===== config.mk =====
export PLATFORM = sky130hd
export DESIGN_NAME = crg_seg_sub
export DESIGN_NICKNAME = d
export VERILOG_FILES = /design/src/rtl/crg_seg_sub_pkg.sv /design/src/rtl/crg_limb_addsub.sv /design/src/rtl/crg_seg_sub.sv
export SDC_FILE = /design/constraint.sdc
export NUM_CORES = 2
export LEC_CHECK = 0
export CAP_MARGIN = 20
export CORE_AREA = 2 2 308 310
export CTS_BUF_LIST = sky130_fd_sc_hd__clkbuf_8
export DETAILED_ROUTE_END_ITERATION = 10
export DIE_AREA = 0 0 310 312
export PLACE_DENSITY_LB_ADDON = 0.2
export REMOVE_ABC_BUFFERS = 1
export SLEW_MARGIN = 15
export SYNTH_ARGS = -nofsm -noshare
export SYNTH_HDL_FRONTEND = slang
export SYNTH_SLANG_ARGS = --single-unit

===== constraint.sdc =====
create_clock -name clk_i -period 4.1 [get_ports clk_i]
set_clock_uncertainty 0.1 [all_clocks]
set_input_delay 1.23 -clock clk_i [delete_from_list [all_inputs] [get_ports clk_i]]
set_output_delay 1.23 -clock clk_i [all_outputs]
set_load 0.02 [all_outputs]

===== src/rtl/crg_seg_sub_pkg.sv =====
// Shared types and helpers for the limb-serial segmented add/sub datapath.
package crg_seg_sub_pkg;

  localparam int LEN_PRNG = 256;
  localparam int LIMB_W   = 32;
  localparam int N_LIMB   = LEN_PRNG / 32;

  typedef logic [LEN_PRNG-1:0] prng_t;
  typedef logic [2:0]          width_t;

  // Legal element widths; each set bit merges one level of neighbouring limbs.
  localparam width_t W_32  = 3'b000;
  localparam width_t W_64  = 3'b100;
  localparam width_t W_128 = 3'b110;
  localparam width_t W_256 = 3'b111;

  typedef struct packed {
    logic              c;
    logic [LIMB_W-1:0] w;
  } u32_w_c_t;

  typedef enum logic [1:0] {
    IDLE = 2'd0,
    RUN  = 2'd1,
    DONE = 2'd2
  } seg_sub_state_t;

  // Bit i set means the carry into bit i is cut (an element starts there).
  // width[2] joins 32-bit pairs, width[1] joins 64-bit pairs, width[0]
  // joins 128-bit pairs. Illegal encodings are applied bit by bit.
  function automatic prng_t make_carry_mask(input width_t w);
    prng_t m;
    m    = '0;
    m[0] = 1'b1;
    for (int k = 1; k < N_LIMB; k++) begin
      if (k % 2 == 1)      m[LIMB_W*k] = ~w[2];
      else if (k % 4 == 2) m[LIMB_W*k] = ~w[1];
      else                 m[LIMB_W*k] = ~w[0];
    end
    return m;
  endfunction

  // Per-limb element start flags taken from the carry mask.
  function automatic logic [N_LIMB-1:0] elem_start(input width_t w);
    prng_t             m;
    logic [N_LIMB-1:0] s;
    m    = make_carry_mask(w);
    s    = '0;
    s[0] = 1'b1;
    for (int k = 1; k < N_LIMB; k++) s[k] = m[LIMB_W*k];
    return s;
  endfunction

endpackage


===== src/rtl/crg_limb_addsub.sv =====
// One 32-bit limb of add or subtract with carry in/out (op=1 adds).
module crg_limb_addsub
  import crg_seg_sub_pkg::*;
(
  input  logic [LIMB_W-1:0] a,
  input  logic [LIMB_W-1:0] b,
  input  logic              cin,
  input  logic              op,
  output u32_w_c_t          res
);

  logic [LIMB_W:0] sum;

  // Subtract is a + ~b + 1 at element start; carry out high means no borrow.
  always_comb begin
    sum   = {1'b0, a} + {1'b0, (op ? b : ~b)} + {{LIMB_W{1'b0}}, cin};
    res.c = sum[LIMB_W];
    res.w = sum[LIMB_W-1:0];
  end

endmodule


===== src/rtl/crg_seg_sub.sv =====
// Limb-serial segmented subtractor: res = a - b per element, one limb/cycle.
// Optional CRG_SEG_SUB_ADD_EN adds op_add_i, turning the block into an adder.
module crg_seg_sub
  import crg_seg_sub_pkg::*;
(
  input  logic              clk_i,
  input  logic              rst_i,
  input  logic              in_valid_i,
  output logic              in_ready_o,
  input  prng_t             a_i,
  input  prng_t             b_i,
  input  width_t            width_i,
`ifdef CRG_SEG_SUB_ADD_EN
  input  logic              op_add_i,
`endif
  output logic              out_valid_o,
  input  logic              out_ready_i,
  output prng_t             res_o,
  output logic [N_LIMB-1:0] borrow_o
);

  localparam int LIMBS = N_LIMB;

  localparam logic [1:0] ST_IDLE = IDLE;
  localparam logic [1:0] ST_RUN  = RUN;
  localparam logic [1:0] ST_DONE = DONE;

  logic [1:0]       state;
  logic [2:0]       k;
  prng_t            a_q;
  prng_t            b_q;
  width_t           width_q;
  logic             carry_q;
  prng_t            res_q;
  logic [LIMBS-1:0] borrow_q;
  logic             op_q;

`ifndef CRG_SEG_SUB_ADD_EN
  assign op_q = 1'b0;
`endif

  logic [LIMBS-1:0] start;
  logic [LIMBS-1:0] top;
  logic [7:0]       idx;
  logic             cin;
  u32_w_c_t         lr;

  // Element start/top flags and carry-in selection for the current limb.
  always_comb begin
    start = elem_start(width_q);
    top   = {1'b1, start[LIMBS-1:1]};
    idx   = {k, 5'b0};
    cin   = start[k] ? ~op_q : carry_q;
  end

  crg_limb_addsub u_limb (
    .a   (a_q[idx +: LIMB_W]),
    .b   (b_q[idx +: LIMB_W]),
    .cin (cin),
    .op  (op_q),
    .res (lr)
  );

  // Control FSM plus operand capture and limb-by-limb result writeback.
  always_ff @(posedge clk_i) begin
    if (rst_i) begin
      state    <= ST_IDLE;
      k        <= '0;
      a_q      <= '0;
      b_q      <= '0;
      width_q  <= '0;
      carry_q  <= 1'b0;
      res_q    <= '0;
      borrow_q <= '0;
`ifdef CRG_SEG_SUB_ADD_EN
      op_q     <= 1'b0;
`endif
    end else begin
      case (state)
        ST_IDLE: begin
          if (in_valid_i) begin
            a_q      <= a_i;
            b_q      <= b_i;
            width_q  <= width_i;
`ifdef CRG_SEG_SUB_ADD_EN
            op_q     <= op_add_i;
`endif
            res_q    <= '0;
            borrow_q <= '0;
            k        <= '0;
            state    <= ST_RUN;
          end
        end
        ST_RUN: begin
          res_q[idx +: LIMB_W] <= lr.w;
          // Add reports carry, subtract reports borrow (inverted carry).
          borrow_q[k] <= top[k] & (op_q ? lr.c : ~lr.c);
          carry_q     <= lr.c;
          k           <= k + 3'd1;
          if (k == 3'd7) state <= ST_DONE;
        end
        ST_DONE: begin
          if (out_ready_i) state <= ST_IDLE;
        end
        default: state <= ST_IDLE;
      endcase
    end
  end

  assign in_ready_o  = (state == ST_IDLE);
  assign out_valid_o = (state == ST_DONE);
  assign res_o       = res_q;
  assign borrow_o    = borrow_q;

endmodule


==> flow_summary.ini <==
[sta]
hold_viol = 0
post-route-min-period_ps = 4030
timing.slew.headroom_pct = 27.3
setup_viol = 0
post-route-period-util_pct = 98.4
tightest_slew_ps = 1090
rsz0062_at_grt = true
slew_violations = 0
fmax_ghz = 0.248

[layout]
final_area_sq_mm = 0.0457
postLayoutCoreUtil_pct = 49.1
nets = 5355
syn_to_final_growth_pct = 44.2
drive_gt1_share_pct = 12.6

[power]
ir_drop_mv = 0.313
power.leakage_nw = 17.3
p_per_area_mw_per_mm2 = 433
finalPower_mw = 19.8

[clock_network]
postCtsHoldBufs = 0
numCtsBuffers = 136
clock_latency_ps = 850
cts.sinks = 785
cts.path.max_buffers = 3
cts_tree = built
htreeDepth = 4
root_buffer = clkbuf_8
clkTransAtPathRegs_ps = 60

[floorplan]
rows = 112
die_w_microns = 310
pin_count = 785
initial_core_util_pct = 34.1
die_h_microns = 312
die-area_sq_mm = 0.0967
core_sq_mm = 0.0930

[critical_path]
end_kind = flip-flop
slowest_stage = a2111o_1
crit_cells = 17
cp_common_cell = buf_12
cpLargestDelayFamily = compound AO/OA/AOI/OAI gates
critPathMaxStageDelay_ps = 530
arrival_ps = 4670
crit_buf_inv = 6
critical_path_required_ps = 4740
worst_setup_path_start_kind = flip-flop
rrSetupSlack_ps = 70
worst_r2r_path_depth = 17
r2r-end = borrow_o[3]$_SDFFE_PP0P_
critPathKind = reg -> reg
r2r_start = k[0]$_SDFFE_PP0P_
crit_chain = buf_12 > buf_12 > buf_12 > buf_12 > buf_4 > mux2_2 > a221oi_1 > a21oi_1 > a21oi_1 > ha_1 > buf_4 > nand3_1 > nand3_1 > a41o_1 > o22a_1 > a2111o_1 > o21ai_1
crit_fanout = 9

[global_routing]
grt.overflow.total = 0
grt_max_degree = 211
grt_pass1_wl_mm = 197
grt_pass1_vias = 30800
grt_antenna_before_repair = 25
grt_usage_pct = 27.2

[logic_synthesis]
syn_inst = 3932
synth_async_sr_flop_share_pct = 0
yosysTopAreaCell = dfxtp_1
synth_most_common_cell = nand2_1
yosysTopAreaCellShare_pct = 49.5
synth.yosys.seq_area_share_pct = 49.5
synth_flop_cell = dfxtp_1
synth.avg_cell_area_sq_um = 8.07
ys_warn_count = 0
synth_seq_cells = 785
synth_commonest_cells = nand2_1, dfxtp_1, a21oi_1, clkbuf_1, nor2_1
synth_area_sq_mm = 0.0317
synth_cell_type_count = 64
synth-edff-count = 0
yosys-top-cells-area = dfxtp_1, nand2_1, a21oi_1, clkbuf_1, a22oi_1

[detailed_routing]
drc = 0
viasPerCell = 5.20
totalWireLength_mm = 137
ant_nets = 0
vias = 32000
drt-pass1-iter-count = 8
post_drt_wl_per_cell_microns = 22.2
drt_iter0_markers = 2584

[placed_design]
gp_congestion = 0.860
post_dp_cell_area_sq_mm = 0.0422
hpwl_mm = 101
io_buffers = 784

[worst_hold_path]
min_to = res_o[247]$_SDFFE_PP0P_
min_path_type = reg -> reg
hold_depth = 2
min_from = res_o[247]$_SDFFE_PP0P_

[run]
max_cap_violations = 0

[outcome]
status = completed
-- final cells by class --
class,count,area (sq um)
fillers,9166,47300
flip-flops and latches,785,15700
multi-input cells,2818,15300
repair buffers,1038,10300
clock buffers,172,2370
well taps,1254,1570
clock inverters,59,347
inverters,17,63.8
diodes,18,45.0
-- cells in the final DEF (no fill, tap or decap), drive strengths merged, types with 14 or more instances in the layout --
cell type | netlist | layout
nand2 | 1177 | 1177
dfxtp | 785 | 785
clkdlybuf4s50 | 0 | 783
a21oi | 644 | 644
buf | 28 | 254
nor2 | 186 | 186
clkbuf | 284 | 173
a22oi | 138 | 138
a22o | 115 | 115
o21ai | 101 | 101
nand3 | 61 | 61
inv | 17 | 58
a221oi | 43 | 43
mux2i | 38 | 38
ha | 38 | 38
mux2 | 30 | 30
a21o | 22 | 22
and3 | 21 | 21
diode | 0 | 18
o31ai | 18 | 18
nor3 | 17 | 17
xnor2 | 14 | 14
-- logic make-up after synthesis --
logic type / after synthesis / share of synthesized area (%)
buf+inv: 329 / 3.95
flops: 785 / 49.5
fa+ha+maj: 40 / 1.63
compound gates: 1161 / 22.6
simple gates: 1523 / 19.1
xor+xnor: 22 / 0.631
mux: 72 / 2.55
-- worst min-delay path: cells and delay by family (launching register included) --
kind	cells	cell delay, ps
simple gates	1	50
compound gates	1	50
flops	1	320
-- how the worst max path moves through the flow --
stage                 startpoint                       end  slack (ps)
2_1_floorplan         in_valid_i   res_o[122]$_SDFFE_PP0P_       -8830
3_3_place_gp   k[0]$_SDFFE_PP0P_    res_o[57]$_SDFFE_PP0P_        -250
3_5_place_dp   k[2]$_SDFFE_PP0P_   res_o[249]$_SDFFE_PP0P_        -290
4_1_cts        k[0]$_SDFFE_PP0P_  borrow_o[3]$_SDFFE_PP0P_           2
5_1_grt        k[0]$_SDFFE_PP0P_  borrow_o[3]$_SDFFE_PP0P_         -50
6_report       k[0]$_SDFFE_PP0P_  borrow_o[3]$_SDFFE_PP0P_          70
-- sequential cells by signal, summed over array words and instances (netlist names) --
name / count
k: 3
width_q: 3
carry_q: 1
a_q: 256
state: 2
borrow_o: 8
b_q: 256
res_o: 256
-- metal layers --
layer	track usage, %	up-vias	routed length (microns)
li1	-	15300	-
met1	33.2	15300	55900
met2	46.1	1163	66900
met3	4.95	261	8110
met4	12.7	10	5650
met5	0	-	65
-- stage by stage --
stage	setup slack [ps]	TNS, ps	std cells	hold slack [ps]
after floorplan	-8830	-5432500	3620	327
after global placement	-247	-9890	5895	334
after global routing	-54.4	-303	6160	368
final	65.9	0	6161	351
after CTS	1.80	0	6134	352
after detailed placement	-288	-12000	5895	341
-- timing repair --
item / CTS / global route
resized for setup: 23 / 107
pin swaps: 6 / 36
endpoints found under the setup margin: 108 / 160
setup buffers: 8 / 8
gates cloned: 0 / 1
-- where the power goes --
group	switching [mW]	total, mW	internal (mW)	leakage [nW]
Sequential	0.209	8.18	7.98	6.41
Combinational	2.52	4.40	1.87	9.33
Clock	3.37	7.22	3.84	1.53
Note: power is estimated with default switching activity, not from simulation.
